**src/rtl/input_debouncer_pkg.sv**
```systemverilog
// Shared constants for the input debouncer slice.
// Logic levels and the filter counter sizing helper.
package input_debouncer_pkg;

    localparam logic LOW  = 1'b0;
    localparam logic HIGH = 1'b1;

    // Bits needed to hold 0..n; never narrower than one bit.
    function automatic int cnt_width(input int n);
        if (n < 1) begin
            return 1;
        end
        return $clog2(n + 1);
    endfunction

endpackage

```
**src/rtl/input_debouncer_if.sv**
```systemverilog
// Signal bundle between a bouncy source and its debouncer.
// The master drives raw; the slave returns the filtered level and diagnostics.
interface input_debouncer_if;

    logic raw;
    logic level;
    logic bouncing;
    logic glitch;

    modport master (
        output raw,
        input  level,
        input  bouncing,
        input  glitch
    );

    modport slave (
        input  raw,
        output level,
        output bouncing,
        output glitch
    );

endinterface

```
**src/rtl/input_debouncer_sync.sv**
```systemverilog
// Plain multi-flop synchroniser for one asynchronous level.
// No logic between stages so every flop can settle metastability.
module level_synchronizer
    import input_debouncer_pkg::*;
#(
    parameter int   STAGES      = 2,
    parameter logic RESET_LEVEL = LOW
) (
    input  logic clk,
    input  logic reset_low,
    input  logic async_in,
    output logic sync_out
);

    logic [STAGES-1:0] chain;

    generate
        if (STAGES < 2 || STAGES > 4) begin : g_bad_stages
            $error("level_synchronizer: STAGES must be 2..4");
        end
    endgenerate

    // Shift the raw input through the chain, stage 0 first.
    always_ff @(posedge clk or negedge reset_low) begin
        if (!reset_low) begin
            chain <= {STAGES{RESET_LEVEL}};
        end else begin
            chain <= {chain[STAGES-2:0], async_in};
        end
    end

    assign sync_out = chain[STAGES-1];

endmodule

```
**src/rtl/input_debouncer.sv**
```systemverilog
// Synchroniser plus counter-based stability filter for bouncy inputs.
// Reports candidate changes being timed and abandoned candidates.
module input_debouncer
    import input_debouncer_pkg::*;
#(
    parameter int   SYNC_STAGES   = 2,
    parameter int   STABLE_CYCLES = 16,
    parameter logic RESET_LEVEL   = LOW
) (
    input  logic clk,
    input  logic reset_low,
    input_debouncer_if.slave io
);

    localparam int CW = cnt_width(STABLE_CYCLES);
    localparam logic [CW-1:0] LAST = CW'(STABLE_CYCLES - 1);

    logic          synced;
    logic [CW-1:0] count;
    logic [CW-1:0] count_next;
    logic          level_q;
    logic          level_next;
    logic          bouncing_q;
    logic          bouncing_next;
    logic          glitch_q;
    logic          glitch_next;
    logic          agree;
    logic          expire;
    logic          advance;

    generate
        if (STABLE_CYCLES < 1) begin : g_bad_stable
            $error("input_debouncer: STABLE_CYCLES must be >= 1");
        end
    endgenerate

    level_synchronizer #(
        .STAGES      (SYNC_STAGES),
        .RESET_LEVEL (RESET_LEVEL)
    ) u_sync (
        .clk       (clk),
        .reset_low (reset_low),
        .async_in  (io.raw),
        .sync_out  (synced)
    );

    assign agree   = (synced == level_q);
    assign expire  = !agree && (count == LAST);
    assign advance = !agree && (count != LAST);

    // Filter decision: reset on agreement, flip on terminal count, else time.
    always_comb begin
        count_next    = count;
        level_next    = level_q;
        bouncing_next = LOW;
        glitch_next   = LOW;
        unique case (1'b1)
            agree: begin
                count_next  = '0;
                glitch_next = (count != '0);
            end
            expire: begin
                level_next = synced;
                count_next = '0;
            end
            advance: begin
                count_next    = count + CW'(1);
                bouncing_next = HIGH;
            end
            default: begin
            end
        endcase
    end

    // Filter state and registered outputs.
    always_ff @(posedge clk or negedge reset_low) begin
        if (!reset_low) begin
            count      <= '0;
            level_q    <= RESET_LEVEL;
            bouncing_q <= LOW;
            glitch_q   <= LOW;
        end else begin
            count      <= count_next;
            level_q    <= level_next;
            bouncing_q <= bouncing_next;
            glitch_q   <= glitch_next;
        end
    end

    assign io.level    = level_q;
    assign io.bouncing = bouncing_q;
    assign io.glitch   = glitch_q;

endmodule

```
**src/flat_wrapper.sv**
```systemverilog
// flat-port wrapper written by rule: the top's interface ports become plain ports
module input_debouncer_flat import input_debouncer_pkg::*;
#(
    parameter int   SYNC_STAGES   = 2,
    parameter int   STABLE_CYCLES = 16,
    parameter logic RESET_LEVEL   = LOW
)
  (clk, reset_low, io_raw, io_level, io_bouncing, io_glitch);
  input_debouncer_if io_i ();
  input  logic clk;
  input  logic reset_low;
  input wire logic [$bits(io_i.raw)-1:0] io_raw;
  output wire logic [$bits(io_i.level)-1:0] io_level;
  output wire logic [$bits(io_i.bouncing)-1:0] io_bouncing;
  output wire logic [$bits(io_i.glitch)-1:0] io_glitch;
  assign io_i.raw = io_raw;
  assign io_level = io_i.level;
  assign io_bouncing = io_i.bouncing;
  assign io_glitch = io_i.glitch;
  input_debouncer #(.SYNC_STAGES(SYNC_STAGES), .STABLE_CYCLES(STABLE_CYCLES), .RESET_LEVEL(RESET_LEVEL)) u_core (.clk(clk), .reset_low(reset_low), .io(io_i));
endmodule
```
**config.mk**
```make
export PLATFORM = sky130hd
export DESIGN_NAME = input_debouncer_flat
export DESIGN_NICKNAME = d
export VERILOG_FILES = /design/src/rtl/input_debouncer_pkg.sv /design/src/rtl/input_debouncer_if.sv /design/src/rtl/input_debouncer_sync.sv /design/src/rtl/input_debouncer.sv /design/src/flat_wrapper.sv
export SDC_FILE = /design/constraint.sdc
export NUM_CORES = 1
export LEC_CHECK = 0
export CAP_MARGIN = 20
export CORE_MARGIN = 4
export CORE_UTILIZATION = 28
export CTS_CLUSTER_DIAMETER = 30
export DETAILED_ROUTE_END_ITERATION = 10
export PLACE_DENSITY_LB_ADDON = 0.08
export SETUP_SLACK_MARGIN = 0.3
export SLEW_MARGIN = 25
export SYNTH_ARGS = -nofsm -noshare
export SYNTH_HDL_FRONTEND = slang
export SYNTH_SLANG_ARGS = --single-unit
```
**constraint.sdc**
```tcl
create_clock -name clk -period 3.61 [get_ports clk]
set_input_delay 0.722 -clock clk [delete_from_list [all_inputs] [get_ports clk]]
set_output_delay 0.722 -clock clk [all_outputs]
set_load 0.02 [all_outputs]
```
==> impl_metrics.csv, run 1 <==
group,metric,value,unit
final_layout,finalNonFillerCells,54,
grt,grt_pass1_wl,1190,um
worst_setup_path,critPathLaunchType,"flip-flop",
timing,fmax,500,MHz
floorplanning,die_h,46.6,um
clocking,cts_resized,0,
final_layout,antenna_cells,0,
grt,grtUsageTotal,8.49,%
hold_path,hp-class,"reg2reg",
power,ir_drop,0.261,mV
floorplanning,top_level_ports,6,
place,placedCellCount,51,
floorplanning,initial_core_util,30.9,%
worst_setup_path,slowest_stage,"clkdlybuf4s50_1",
final_layout,fin_nets,47,
timing,slew-limit-headroom,70.1,%
final_layout,final_cell_mix,"dfrtp_1, clkdlybuf4s50_1, inv_1",
grt,overflow,0,
clocking,cts_root_buf,"clkbuf_4",
floorplanning,core.rowCount,13,
clocking,ctsHoldBuffers,0,
place,placed_area,485,um^2
place,io_buffers,5,
timing,setup_tns,0,ns
synthesis,synth_top_cell_by_area,"dfrtp_1",
detailed_routing,via_count,255,
timing,hold_viol_final,0,
worst_setup_path,path_cells,"clkdlybuf4s50_1",
clocking,h-tree-depth,1,
clocking,cts_setup_buffers,0,
timing,tightestPinTransition,0.447,ns
synthesis,yosys_warnings,0,
detailed_routing,vias_per_cell,4.72,
final_layout,design_area,508,um^2
power,leakagePower,0.231,nW
worst_setup_path,cp.required,2.89,ns
grt,antenna_found_initial,0,
final_layout,layout-drive-gt1-share,12.8,%
synthesis,syn-num-nets,37,
timing,slew_violations,0,
floorplanning,dieArea,2170,um^2
power,power.density,421,nW/um^2
run_status,status,"complete, no violations",
job,max_cap_viol_count,0,
worst_setup_path,crit_buf_inv,1,
timing,rsz0062_at_grt,"false",
worst_setup_path,worst-setup-path-type,"reg2out",
clocking,clk_pin_slew,0.06,ns
synthesis,syn-mean-instance-area,13.4,um^2
timing,fin_crit_sh,55.4,%
final_layout,mostFrequentLayoutCell,"dfrtp_1",
power,power,214,uW
final_layout,utilization,37.6,%
worst_setup_path,arrival,1.28,ns
place,place_hpwl,520,um
grt,grt_pass1_vias,263,
worst_setup_path,critPathMaxFanout,3,
detailed_routing,route.detailed.drc,0,
clocking,cts_tree,"yes",
detailed_routing,drt-initial-drc-count,0,
worst_setup_path,setup.worst_path.end_class,"primary output",
clocking,clkLatencyLatePin,0.25,ns
synthesis,syn_area,417,um^2
synthesis,synth_cell_types,15,
final_layout,syn2layout_area_growth,21.9,%
worst_setup_path,crit_family,"buffers and inverters",
clocking,numCtsBuffers,3,
synthesis,ys_seq_area_share,60.1,%
synthesis,synthCells,31,
clocking,ctsLongestPathBuffers,2,
floorplanning,core,1350,um^2
synthesis,netlist.area_leader.share,60.1,%
clocking,cts_sinks,10,
timing,worst_clock_skew,0.00475,ns
detailed_routing,first_pass_iters,1,
timing,fin_crit,2.00,ns
synthesis,ys_seq_elements,10,
grt,grt_max_degree,11,
timing,finalSetupViolations,0,
worst_setup_path,max_stage_delay,0.63,ns
synthesis,yosys-top-cells-area,"dfrtp_1, ha_1, xnor2_2",
place,gp_congestion,0.630,
detailed_routing,wl_per_cell,12.6,um
detailed_routing,wirelength,683,um
floorplanning,die_width,46.6,um
detailed_routing,antenna_left,0,
metrics by stage:
stage	setup WS (ns)	hold WS (ns)
floorplan	2.15	0.331
global placement	1.89	0.341
detailed placement	1.88	0.348
CTS	1.59	0.362
global route	1.55	0.372
finish	1.61	0.361
where the power goes:
group | switching (mW) | internal (mW)
Sequential | 0.00440 | 0.118
Clock | 0.0328 | 0.0382
Combinational | 0.0102 | 0.0104
Total | 0.0475 | 0.166
cell usage after synthesis (all sizes together):
cell and n:
o41a 1, dfrtp 10, nor3b 1, a21oi 1, ha 3, nor2 1, and4 1, o21bai 1
inv 4, xnor2 2, mux2 1, nor4 1, nor3 3, and3 1
worst paths after layout:
| kind | from | end | slack (ns) | depth (start not counted) |
|---|---|---|---|---|
| max in group asynchronous | reset_low | u_core.u_sync.chain[1] | 2.52 | 1 |
| min in group asynchronous | reset_low | u_core.count[2] | 0.78 | 1 |
| max reg2reg | u_core.count[0] | u_core.io.level | 2.04 | 4 |
| max | u_core.io.level | io_level | 1.61 | 1 |
| min | u_core.u_sync.chain[0] | u_core.u_sync.chain[1] | 0.36 | 0 |
| min reg2reg | u_core.u_sync.chain[0] | u_core.u_sync.chain[1] | 0.36 | 0 |
metal layers:
| layer | part of all wire [%] | vias to the layer above | global-route usage (%) |
|---|---|---|---|
| met5 | 0 | - | 0 |
| met4 | 1.5 | 0 | 6.82 |
| met3 | 4.8 | 2 | 2.34 |
| met2 | 48 | 4 | 12.9 |
| met1 | 45 | 124 | 9.83 |
| li1 | - | 125 | - |
final cells by class:
type | instances | area (um^2)
fill | 153 | 842
sequential | 10 | 250
multi-input combinational | 17 | 151
timing repair buffer | 5 | 50.0
clock buffer | 3 | 22.5
tap | 15 | 18.8
inverter | 4 | 15.0
flip-flops by register name, indices dropped and copies added, names as in the netlist:
register	cells
u_core.io.glitch	1
u_core.io.bouncing	1
u_core.count	5
u_core.u_sync.chain	2
u_core.io.level	1
worst reg2reg max path, delay by kind of cell (launching register included):
family	cells	cell delay, ns
DFF	1	0.43
adders and majority gates	2	0.50
and+or+nand+nor	1	0.18
muxes	1	0.34
cells by family after synthesis:
kind of cell	share of synthesized area, %
flops	60.1
buf+inv	3.60
fa+ha+maj	9.01
compound gates	5.71
mux	2.70
xor+xnor	6.01
simple gates	12.9
Power figures use the tool's default switching activity.
==> run 2, diff against run 1 <==
==> constraint.sdc (replaced) <==
create_clock -name clk -period 1.95 [get_ports clk]
set_input_delay 0.39 -clock clk [delete_from_list [all_inputs] [get_ports clk]]
set_output_delay 0.39 -clock clk [all_outputs]
set_load 0.02 [all_outputs]
==> run 2 against run 1 <==
First-iteration DRC count is the same. Highest routed layer is now met3. Final cell count grew 1.9%. Worst setup slack lost 1.2 ns. Largest power group unchanged. Critical endpoint is now io_glitch. Wire length shrank 6.7%.
==> impl_metrics.csv, run 2 (synthesis results as in run 1) <==
group,metric,value,unit
worst_setup_path,arrival,1.18,ns
final_layout,final_cell_mix,"dfrtp_1, inv_1, clkdlybuf4s50_1",
timing,finalSetupViolations,0,
clocking,clkLatencyLatePin,0.27,ns
floorplanning,core,1350,um^2
grt,grt-busiest-layer,"met2",
detailed_routing,wirelength,637,um
clocking,numCtsBuffers,3,
power,power,448,uW
power,ir_drop,0.392,mV
floorplanning,top_level_ports,6,
worst_setup_path,critPathMaxFanout,1,
run_status,status,"complete, no violations",
final_layout,syn2layout_area_growth,24.9,%
detailed_routing,via_count,249,
detailed_routing,route.detailed.drc,0,
place,gp_congestion,0.689,
power,leakagePower,0.243,nW
detailed_routing,antenna_left,0,
worst_setup_path,path_cells,"clkdlybuf4s50_1",
detailed_routing,vias_per_cell,4.53,
timing,slew-limit-headroom,70.8,%
floorplanning,core.rowCount,13,
worst_setup_path,max_stage_delay,0.59,ns
final_layout,fillers,135,
floorplanning,die_width,46.6,um
grt,grt_use_met2,11.3,%
timing,worst_clock_skew,0.0113,ns
final_layout,fin_nets,47,
hold_path,hp-class,"reg2reg",
worst_setup_path,setup.worst_path.end_class,"primary output",
floorplanning,die_h,46.6,um
grt,overflow,0,
clocking,cts_tree,"yes",
timing,rsz0062_at_grt,"false",
final_layout,antenna_cells,0,
grt,use_met3,5.86,%
worst_setup_path,critPathLaunchType,"flip-flop",
worst_setup_path,crit_family,"buffers and inverters",
timing,worst_hold_slack,0.355,ns
detailed_routing,wl_per_cell,11.6,um
grt,grt_max_degree,11,
clocking,cts_setup_buffers,0,
worst_setup_path,slowest_stage,"clkdlybuf4s50_1",
detailed_routing,first_pass_iters,1,
floorplanning,dieArea,2170,um^2
clocking,cts_resized,1,
clocking,ctsLongestPathBuffers,2,
grt,grtUsageTotal,7.98,%
floorplanning,initial_core_util,30.9,%
timing,setup_tns,0,ns
timing,setup_ws,0.380,ns
place,place_hpwl,476,um
clocking,h-tree-depth,1,
final_layout,regMostFlops,"u_core.count",
grt,antenna_found_initial,0,
clocking,cts_sinks,10,
place,io_buffers,5,
worst_setup_path,worst-setup-path-type,"reg2out",
power,power.density,860,nW/um^2
detailed_routing,drt-initial-drc-count,0,
clocking,cts_root_buf,"clkbuf_4",
job,max_cap_viol_count,0,
timing,tightestPinTransition,0.437,ns
grt,grt_pass1_wl,1120,um
clocking,ctsHoldBuffers,0,
timing,fin_crit,1.57,ns
final_layout,layout-drive-gt1-share,15.0,%
timing,hold_viol_final,0,
timing,fin_crit_sh,80.5,%
grt,grt.met1_usage,9.00,%
place,pre_cts_slack,0.406,ns
final_layout,top_regs,"u_core.count x5, u_core.u_sync.chain x2",
timing,slew_violations,0,
final_layout,mostFrequentLayoutCell,"dfrtp_1",
grt,grt_pass1_vias,265,
clocking,clk_pin_slew,0.07,ns
final_layout,largest_reg_flops,5,
worst_setup_path,cp.required,1.56,ns
timing,fmax,637,MHz
final_layout,utilization,38.6,%
worst_setup_path,crit_buf_inv,1,
==> run 2: worst paths after layout <==
check                                       start                      to  slack (ns)  depth (start not counted)
min                        u_core.u_sync.chain[0]  u_core.u_sync.chain[1]        0.35                          0
max reg2reg                       u_core.count[0]         u_core.io.level        0.40                          4
max in group asynchronous               reset_low  u_core.u_sync.chain[0]        1.21                          1
min reg2reg                u_core.u_sync.chain[0]  u_core.u_sync.chain[1]        0.35                          0
min in group asynchronous               reset_low        u_core.io.glitch        0.43                          1
max                              u_core.io.glitch               io_glitch        0.38                          1
==> run 2: power breakdown <==
group	internal (mW)	leakage (nW)	total [mW]	switching [mW]
registers	0.218	0.129	0.225	0.00777
clock network	0.113	0.0210	0.184	0.0709
logic	0.0192	0.0929	0.0382	0.0189
total	0.350	0.243	0.448	0.0976
==> run 2: metal layers <==
metal  vias up  part of all wire [%]
met3         0                   8.8
met1       118                    41
li1        125                     -
met2         6                    50
met5         -                     0
met4         0                     0
==> run 2: stage by stage <==
step,instances,instance area (um^2)
after global routing,55,520
after CTS,55,520
final,55,520
after detailed placement,51,485
after floorplan,31,417
after global placement,51,485
==> run 2: worst reg2reg max path, delay by kind of cell, from the launching register on <==
kind	cells	cell delay, ns
flip-flops	1	0.42
adder cells (fa/ha/maj)	2	0.50
AND/OR/NAND/NOR	1	0.18
multiplexers	1	0.33
==> run 2: final cells by class <==
cell class              instances  area [um^2]  area share, %
repair buffers                  5         48.8           9.38
well taps                      15         18.8           3.61
flip-flops and latches         10          250           48.1
multi-input cells              17          151           29.1
clock buffers                   4         36.3           6.97
inverters                       4         15.0           2.88
==> RTL edit 1, RTL diff (flow settings as in run 2) <==
`STABLE_CYCLES` is set to 16 in 2 places; all go to 17.
--- a/src/rtl/input_debouncer.sv
+++ b/src/rtl/input_debouncer.sv
@@ -6,3 +6,3 @@
     parameter int   SYNC_STAGES   = 2,
-    parameter int   STABLE_CYCLES = 16,
+    parameter int   STABLE_CYCLES = 17,
     parameter logic RESET_LEVEL   = LOW
--- a/src/flat_wrapper.sv
+++ b/src/flat_wrapper.sv
@@ -4,3 +4,3 @@
     parameter int   SYNC_STAGES   = 2,
-    parameter int   STABLE_CYCLES = 16,
+    parameter int   STABLE_CYCLES = 17,
     parameter logic RESET_LEVEL   = LOW
Check against the original RTL: no difference found for any inputs over 10 cycles, from zero or initial values and one cycle with reset_low low; that may be too few to reach the edited logic, so the function may still have changed.
==> RTL edit 1 against run 2 <==
- final area decreased by 0.72%
- sequential cell count unchanged
- fmax increased by 0.32%
- wire length decreased by 8.3%
- sequential share of layout area increased by 0.35 points
- hold slack got worse by 0.0063 ns
- count of clock-buffer cells in the layout unchanged
- power increased by 0.42%
- area after synthesis decreased by 0.90%
- setup slack improved by 0.0051 ns
==> RTL edit 1: results (changes against run 2) <==
* Most frequently used flop master after synthesis: dfrtp_1 (unchanged)
* GRT Overall Usage at 0.07766 (was 0.07981)
* Slew HR at 0.7029 (was 0.7078)
* Synth cell types at 12 (was 15)
* First-pass GRT wire length at 1041 um (was 1124 um)
* Placed cell areas at 481.7 um^2 (was 485.5 um^2)
* Worst vdd ir at 382.7 uV (was 391.7 uV)
* Clock transition at path regs at 0.07 ns (about the same)
* Vias in the first global route at 237 (was 265)
* First-pass iteration count of the detailed router at 2 (was 1)
* Fmax at 0.6389 GHz (was 0.6369 GHz)
* Critical Path AT at 1.18 ns (about the same)
* Synthesized Nets at 36 (was 37)
* Mean area per synthesized cell at 13.32 um^2 (was 13.44 um^2)
* Leakage at 0.2483 nW (was 0.2430 nW)
* Sequential fraction of the synthesis area at 0.6061 (was 0.6006)
* DRT iter0 DRCs at 1 (was 0)
* Synth Area in XOR/XNOR at 0.08485 (was 0.06006)
* Clock buffer depth at 2 (unchanged)
* CP max stage delay at 0.59 ns (about the same)
* Drt via density at 4.273 (was 4.527)
* Biggest register: u_core.count (unchanged)
* Setup crit start: u_core.io.glitch (unchanged)
* Worst path slowest cell: clkdlybuf4s50_1 (unchanged)
* Fin cells at 55 (unchanged)
* RR Endpoint: u_core.io.level (unchanged)
* Worst hold path type: reg2reg (unchanged)
* Top cells by count, synth: 10 x dfrtp_1, 5 x nor2_1, 3 x inv_1, 3 x xor2_1 (was 10 x dfrtp_1, 4 x inv_1, 3 x ha_1, 3 x nor3_1)
* RD Place Congestion at 0.6951 (was 0.6894)
* Layout cell share with drive strength beyond 1 at 0.1750 (was 0.1500)
* Fin Hold WS at 0.3486 ns (was 0.3549 ns)
* Final Instance Area at 516.7 um^2 (was 520.5 um^2)
* Reg-to-reg setup timing slack at 0.70 ns (was 0.40 ns)
* DR WL/cell at 10.62 um (was 11.58 um)
* Compound-Gate Fraction of Synth Area at 0 (was 0.05706)
* Fillcell total at 135 (unchanged)
* Crit-path leading delay family: buffers and inverters (unchanged)
* Run status: completed (unchanged)
* Total Nets Final at 46 (was 47)
* Post-CTS setup buffer count at 0 (unchanged)
* Post-synthesis mux area share at 0.03636 (was 0.02703)
* Setup Skew at 0.003879 ns (was 0.01126 ns)
* R2r worst-path depth at 4 (unchanged)
* Area contributors post-synth: dfrtp_1 61%, nand4bb_4 6.7%, xor2_1 6.4% (was dfrtp_1 60%, ha_1 9.0%, xnor2_2 3.9%)
* Adder-cell area share of the yosys netlist at 0.06061 (was 0.09009)
* Dpl hpwl at 436.2 um (was 475.5 um)
* Dpl ws at 0.5841 ns (was 0.4059 ns)
RTL edit 1: cell types whose count changed after synthesis, sizes merged, moves of 2 or more:
cell,run 2,this run
nor2,1,5
nor3,3,0
xor2,0,3
nand3,0,2
RTL edit 1: logic make-up (layout without fill, tap and decap cells):
group                    count (synthesis)  count (layout)
adder cells (fa/ha/maj)                  2               2
buffers and inverters                    3              12
multiplexers                             1               1
flip-flops                              10              10
AND/OR/NAND/NOR                         11              11
XOR/XNOR                                 4               4
RTL edit 1: final cells by class:
cell class	instances	area share
multi-input cells	18	0.2930
flip-flops and latches	10	0.4843
inverters	3	0.02179
repair buffers	5	0.09443
well taps	15	0.03632
clock buffers	4	0.07022
RTL edit 1: power breakdown:
group | leakage [nW] | total (mW) | switching (mW) | internal (mW)
Combinational | 0.0982 | 0.0403 | 0.0202 | 0.0201
Clock | 0.0210 | 0.185 | 0.0713 | 0.113
Sequential | 0.129 | 0.224 | 0.00678 | 0.218
RTL edit 1: how the worst min path moves through the flow:
stage,startpoint,endpoint
detailed placement,u_core.u_sync.chain[0],u_core.u_sync.chain[1]
CTS,u_core.u_sync.chain[0],u_core.u_sync.chain[1]
global route,u_core.u_sync.chain[0],u_core.u_sync.chain[1]
floorplan,reset_low,u_core.count[0]
finish,u_core.u_sync.chain[0],u_core.u_sync.chain[1]
global placement,u_core.u_sync.chain[0],u_core.u_sync.chain[1]
RTL edit 1: per-layer routing:
| layer | track usage | vias up | routed length [um] |
|---|---|---|---|
| met5 | 0 | - | 0 |
| met4 | 0.05114 | 0 | 19 |
| met3 | 0.05859 | 2 | 50 |
| met2 | 0.09615 | 7 | 234 |
| met1 | 0.09091 | 109 | 280 |
| li1 | - | 117 | - |
==> RTL edit 2, RTL diff (flow settings as in run 2) <==
Without the edit above. Reset style: synchronous (`reset_low`), changed in 2 clocked blocks. Comments in the files are not updated.
--- a/src/rtl/input_debouncer_sync.sv
+++ b/src/rtl/input_debouncer_sync.sv
@@ -23,3 +23,3 @@
     // Shift the raw input through the chain, stage 0 first.
-    always_ff @(posedge clk or negedge reset_low) begin
+    always_ff @(posedge clk) begin
         if (!reset_low) begin
--- a/src/rtl/input_debouncer.sv
+++ b/src/rtl/input_debouncer.sv
@@ -75,3 +75,3 @@
     // Filter state and registered outputs.
-    always_ff @(posedge clk or negedge reset_low) begin
+    always_ff @(posedge clk) begin
         if (!reset_low) begin
Behaviour: differs if reset_low is asserted again (counterexample within 4 cycles, from zero or initial values and one cycle with reset_low low); with reset_low held inactive, the same outputs for 10 cycles.
==> RTL edit 2 against run 2 <==
- fmax shrank 0.71%
- sequential cell count stayed put
- wire length is 15% lower
- non-clock buffer count did not move
- area after synthesis down 4.5%
- setup slack worse by 0.011 ns
- final area shrank 7.2%
Power is not compared: it rests on default switching activity, and its combinational part moved more than twofold at a synthesized area within 25%.
==> RTL edit 2: results (changes against run 2) <==
* Run status: completed (unchanged)
* Total Nets Final at 52 (was 47)
* Layout cell share with drive strength beyond 1 at 0.2045 (was 0.1500)
* Hold path depth at 1 (was 0)
* CP max stage delay at 0.45 ns (was 0.59 ns)
* Worst path slowest cell: or3b_4 (was clkdlybuf4s50_1)
* Reg-to-reg setup timing slack at 0.37 ns (was 0.40 ns)
* Sequential cell area share at 0.4145 (was 0.4808)
* Multi-input gates at 21 (was 17)
* R2r worst-path depth at 5 (was 4)
* Dpl ws at 0.2294 ns (was 0.4059 ns)
* Dpl hpwl at 433.5 um (was 475.5 um)
* M1 GR Usage at 0.08633 (was 0.09005)
* Non-clock buffer share at 0.1088 (was 0.09375)
* Mean area per synthesized cell at 10.75 um^2 (was 13.44 um^2)
* Synthesized Nets at 43 (was 37)
* Met3 GRT Util at 0.07905 (was 0.05859)
* Area Growth Syn to Fin at 21.38% (was 24.92%)
* Synth cell types at 17 (was 15)
* RD Place Congestion at 0.6976 (was 0.6894)
* GR Util met2 at 0.09192 (was 0.1126)
* DRT iter0 DRCs at 1 (was 0)
* Top cells by count, synth: 10 x dfxtp_1, 5 x inv_1, 3 x ha_1, 3 x nor2_2 (was 10 x dfrtp_1, 4 x inv_1, 3 x ha_1, 3 x nor3_1)
* End point of the critical path: u_core.count[2] (was io_glitch)
* Placed cell areas at 455.4 um^2 (was 485.5 um^2)
* First-pass iteration count of the detailed router at 2 (was 1)
* Vias in the first global route at 247 (was 265)
* Sequential fraction of the synthesis area at 0.5031 (was 0.6006)
* DR WL/cell at 9.136 um (was 11.58 um)
* Mapped cell area at 397.9 um^2 (was 416.7 um^2)
* Crit-path leading delay family: simple AND/OR/NAND/NOR gates (was buffers and inverters)
* Top fanout value on the critical path at 6 (was 1)
* Ys async rst share at 0 (was 1.000)
* Setup Skew at 0.004325 ns (was 0.01126 ns)
* Clkbuf count at 3 (was 4)
* Hold Path End: u_core.u_sync.chain[1] (unchanged)
* Inverters at 5 (was 4)
* Fin Hold WS at 0.4332 ns (was 0.3549 ns)
* Area contributors post-synth: dfxtp_1 50%, ha_1 9.4%, nor2_4 5.7% (was dfrtp_1 60%, ha_1 9.0%, xnor2_2 3.9%)
* Min-delay src: u_core.u_sync.chain[0] (unchanged)
* Largest net degree at the start of global routing at 7 (was 11)
* First-pass GRT wire length at 1041 um (was 1124 um)
* Reg2Reg Launch Point: u_core.count[0] (unchanged)
* Area of the multi-input gates at 170.2 um^2 (was 151.4 um^2)
==> RTL edit 2: changes by cell type in the layout (fill, tap and decap cells not counted), moves of 2 or more <==
| cell | delta |
|---|---|
| nor2_2 | +3 |
| dfrtp_1 | -10 |
| nor3_1 | -3 |
| nor2_4 | +2 |
| dfxtp_1 | +10 |
| and2_1 | +2 |
==> RTL edit 2: worst reg2reg max path, delay by kind of cell (launching register included) <==
family,cells,cell delay [ns]
AND/OR/NAND/NOR,3,0.76
adder cells (fa/ha/maj),2,0.43
flip-flops,1,0.34
==> RTL edit 2: kinds of logic (layout without fill, tap and decap cells) <==
logic type	after synthesis	in the layout	synth area share
compound gates	1	1	0.01573
simple gates	13	13	0.2201
fa+ha+maj	3	3	0.09435
xor+xnor	3	3	0.06605
buf+inv	6	13	0.07547
mux	1	1	0.02516
flops	10	10	0.5031
==> RTL edit 2: layer usage <==
metal	routed length (um)	up-vias
met5	0	-
met2	225	7
met4	10	0
li1	-	129
met1	236	107
met3	67	2
